**config.mk**
```make
export PLATFORM = sky130hd
export DESIGN_NAME = switch_debounce
export DESIGN_NICKNAME = d
export VERILOG_FILES = /design/src/rtl/switch_debounce.sv
export SDC_FILE = /design/constraint.sdc
export NUM_CORES = 1
export LEC_CHECK = 0
export BUFFER_PORTS_ARGS = -buffer_cell sky130_fd_sc_hd__buf_2
export CAP_MARGIN = 10
export CORE_AREA = 8 8 45 47
export CTS_CLUSTER_DIAMETER = 200
export DETAILED_ROUTE_END_ITERATION = 10
export DIE_AREA = 0 0 53 55
export HOLD_SLACK_MARGIN = 0.02
export PLACE_DENSITY = 0.46
export SLEW_MARGIN = 20
export SYNTH_ARGS = -nofsm -noshare
export SYNTH_HDL_FRONTEND = slang
export SYNTH_SLANG_ARGS = --single-unit
```
**constraint.sdc**
```tcl
create_clock -name clk -period 1.7 [get_ports clk]
set_clock_uncertainty 0.05 [all_clocks]
set_input_delay 0.085 -clock clk [delete_from_list [all_inputs] [get_ports clk]]
set_output_delay 0.085 -clock clk [all_outputs]
set_load 0.01 [all_outputs]
```
**src/rtl/switch_debounce.sv**
```systemverilog
// switch_debounce
//   Debounces a raw mechanical switch. SW is brought into the clk domain through
//   a two-flop synchroniser. A new level is accepted only after it has been seen
//   for DELAY+1 consecutive synchronised samples: one edge enters the wait state,
//   then DELAY-1 edges count, then one more edge qualifies the level.
// Ports
//   clk     : single clock, rising edge
//   reset   : synchronous, active-high
//   SW      : raw asynchronous switch level
//   Y       : debounced level, decoded from the state register
//   CHANGED : one-cycle pulse in the first cycle Y shows a new value
//   BUSY    : high while a candidate level is being qualified
module switch_debounce #(
  parameter int DELAY = 4
) (
  input  logic clk,
  input  logic reset,
  input  logic SW,
  output logic Y,
  output logic CHANGED,
  output logic BUSY
);

  localparam int CW = (DELAY > 1) ? $clog2(DELAY) : 1;
  localparam logic [CW-1:0] CMAX = CW'(DELAY - 1);

  typedef enum logic [1:0] {IDLE_LO, WAIT_HI, IDLE_HI, WAIT_LO} state_t;

  logic          r_s1, r_s2;
  state_t        r_state;
  logic [CW-1:0] r_cnt;
  logic          r_changed;

  always_ff @(posedge clk) begin
    if (reset) begin
      r_s1      <= 1'b0;
      r_s2      <= 1'b0;
      r_state   <= IDLE_LO;
      r_cnt     <= '0;
      r_changed <= 1'b0;
    end else begin
      r_s1      <= SW;
      r_s2      <= r_s1;
      r_changed <= 1'b0;
      case (r_state)
        IDLE_LO: if (r_s2) begin
          r_state <= WAIT_HI;
          r_cnt   <= '0;
        end
        WAIT_HI: begin
          if (!r_s2) begin
            // bounce: abandon this attempt, next candidate restarts from zero
            r_state <= IDLE_LO;
            r_cnt   <= '0;
          end else if (r_cnt == CMAX) begin
            r_state   <= IDLE_HI;
            r_cnt     <= '0;
            r_changed <= 1'b1;
          end else begin
            r_cnt <= r_cnt + 1'b1;
          end
        end
        IDLE_HI: if (!r_s2) begin
          r_state <= WAIT_LO;
          r_cnt   <= '0;
        end
        WAIT_LO: begin
          if (r_s2) begin
            r_state <= IDLE_HI;
            r_cnt   <= '0;
          end else if (r_cnt == CMAX) begin
            r_state   <= IDLE_LO;
            r_cnt     <= '0;
            r_changed <= 1'b1;
          end else begin
            r_cnt <= r_cnt + 1'b1;
          end
        end
        default: begin
          r_state <= IDLE_LO;
          r_cnt   <= '0;
        end
      endcase
    end
  end

  // Y keeps the old level while a drop is being qualified (WAIT_LO)
  assign Y       = (r_state == IDLE_HI) || (r_state == WAIT_LO);
  assign BUSY    = (r_state == WAIT_HI) || (r_state == WAIT_LO);
  assign CHANGED = r_changed;

endmodule
```
==> flow_metrics.env <==
export IMPL_final_common_cell="dfxtp_1"
export IMPL_rr_startpoint="r_cnt[0]"
export IMPL_hold_path_end="r_s1"
export IMPL_startpoint_type="flop"
export IMPL_cts_buffers=3
export IMPL_initial_core_util=0.223
export IMPL_final_max_slew_viol_count=0
export IMPL_ant_nets=0
export IMPL_cts_root_buf="clkbuf_4"
export IMPL_wl_per_cell_um=9.86
export IMPL_antenna_found_initial=0
export IMPL_wirelength_um=493
export IMPL_grt_pass1_wl_um=828
export IMPL_post_cts_resized=0
export IMPL_min_period_ns=1.21
export IMPL_dpl_instance_area_um2=330
export IMPL_reg2reg_slack_ns=0.49
export IMPL_yosysWarnings=0
export IMPL_setup_viol=0
export IMPL_r2r_end="r_cnt[0]"
export IMPL_die_area_mm2=0.00292
export IMPL_final_nets=40
export IMPL_insertion_delay_ns=0.25
export IMPL_cts_tree="done"
export IMPL_drc=0
export IMPL_grt_pass1_vias=217
export IMPL_synthTopCellsByCount="dfxtp_1 (7), clkbuf_1 (2), ha_1 (2)"
export IMPL_syn_to_final_growth_pct=18.6
export IMPL_worstPathRequired_ns=1.85
export IMPL_synth_area_um2=309
export IMPL_syn_inst=28
export IMPL_ios=6
export IMPL_clk_pin_slew_ns=0.05
export IMPL_hold_viol_final=0
export IMPL_max_vdd_ir_drop_v=0.000328
export IMPL_met3_usage=0.0294
export IMPL_slew_headroom=0.815
export IMPL_ys_top_cells_by_area="dfxtp_1 (45%), ha_1 (8.1%), xnor2_2 (5.3%), buf_6 (3.6%), mux2_2 (3.6%)"
export IMPL_num_vias=206
export IMPL_final_cell_mix="dfxtp_1 (7), buf_2 (5), clkbuf_4 (3), ha_1 (2)"
export IMPL_rows=14
export IMPL_crit_fanout=4
export IMPL_yosys_most_used_dff="dfxtp_1"
export IMPL_vias_per_cell=4.12
export IMPL_hold_ws_ns=0.0508
export IMPL_p_total_uw=336
export IMPL_globalRouteTotalUtil=0.0443
export IMPL_synth_top_cell_by_area="dfxtp_1"
export IMPL_synth_most_common_cell="dfxtp_1"
export IMPL_cts_sinks=7
export IMPL_fp_dieW_um=53
export IMPL_post_route_util=0.265
export IMPL_fp_dieH_um=55
export IMPL_async_flop_share=0
export IMPL_reg2reg_depth=3
export IMPL_rsz0062_at_grt="no"
export IMPL_maxCapViolCount=0
export IMPL_dp_hpwl_um=376
export IMPL_min_from="reset"
export IMPL_synth_yosys_seq_area_share=0.453
export IMPL_drive_gt1_frac=0.324
export IMPL_yosys_cell_types_count=20
export IMPL_cts_buffer_depth=2
export IMPL_synth_edf_count=0
export IMPL_setup_ws_ns=0.494
export IMPL_final_cells=50
export IMPL_dr_pass1_iters=1
export IMPL_design_area_um2=367
export IMPL_grt_util_met1=0.0365
export IMPL_grt_overflow=0
export IMPL_grt_start_max_net_pins=10
export IMPL_placed_cells=45
export IMPL_use_met2=0.0605
export IMPL_endpoint_kind="flop"
export IMPL_cp_data_arrival_time_ns=1.36
export IMPL_syn_nets=33
export IMPL_synth_top_area_frac=0.453
export IMPL_place_congestion=0.684
export IMPL_portBuffers=5
export IMPL_hold_path_class="in2reg"
export IMPL_power_per_cell_area_mw_per_mm2=916
export IMPL_max_freq_mhz=829
export IMPL_whs_path_depth=2
export IMPL_drt_iter0_markers=0
export IMPL_period_share=0.709
export IMPL_crit_type="reg2reg"
export IMPL_leakagePower_nw=0.160
export IMPL_h_tree_depth=1
export IMPL_setup_tns_ns=0
export IMPL_outcome="complete, no violations"
export IMPL_synth_avg_cell_area_um2=11.0
export IMPL_coreArea_mm2=0.00138
export IMPL_tightest_slew_ns=0.274
export IMPL_detailedPlace_worstSlack_ns=0.498
export IMPL_antenna_cells=0
export IMPL_top_usage_layer="met4"
export IMPL_ys_ff_latch=7
[area by class of cell]
class | count | area (um^2)
Multi-Input combinational cell | 17 | 145
Clock buffer | 4 | 26.3
Sequential cell | 7 | 140
Fill cell | 154 | 1020
Timing Repair Buffer | 6 | 35.0
Tap cell | 16 | 20.0
[per-layer routing]
metal	share of wire	wire, um
met1	0.42	205
met4	0.030	15
met3	0.095	47
met5	0	0
met2	0.46	225
[where the power goes]
group	switching [mW]	internal [mW]
Clock	0.0632	0.0897
Combinational	0.00554	0.00754
Sequential	0.00254	0.167
Total	0.0713	0.264
[cells by family after synthesis]
kind of cell / after synthesis / synth area share
simple gates: 9 / 0.194
flops: 7 / 0.453
buf+inv: 4 / 0.0769
compound gates: 3 / 0.0729
mux: 2 / 0.0688
fa+ha+maj: 2 / 0.0810
xor+xnor: 1 / 0.0526
[repair_timing]
item | CTS | global route
endpoints found under the hold margin | 1 | 0
hold buffers | 1 | 0
buffers inserted | 0 | 0
[worst max-delay path: stages (launching register included)]
cell and delay, ns:
dfxtp_1 0.33, ha_1 0.25, nor4b_1 0.32, mux2_2 0.20
[worst max path at each step]
stage / startpoint / to / slack (ns) / depth (start not counted)
detailed placement: r_cnt[0] / r_cnt[0] / 0.50 / 3
floorplan: r_cnt[0] / r_cnt[0] / 0.63 / 3
CTS: r_cnt[0] / r_cnt[0] / 0.48 / 3
finish: r_cnt[0] / r_cnt[0] / 0.49 / 3
global placement: r_cnt[0] / r_cnt[0] / 0.59 / 3
global route: r_cnt[0] / r_cnt[0] / 0.44 / 3
Power figures use the tool's default switching activity.
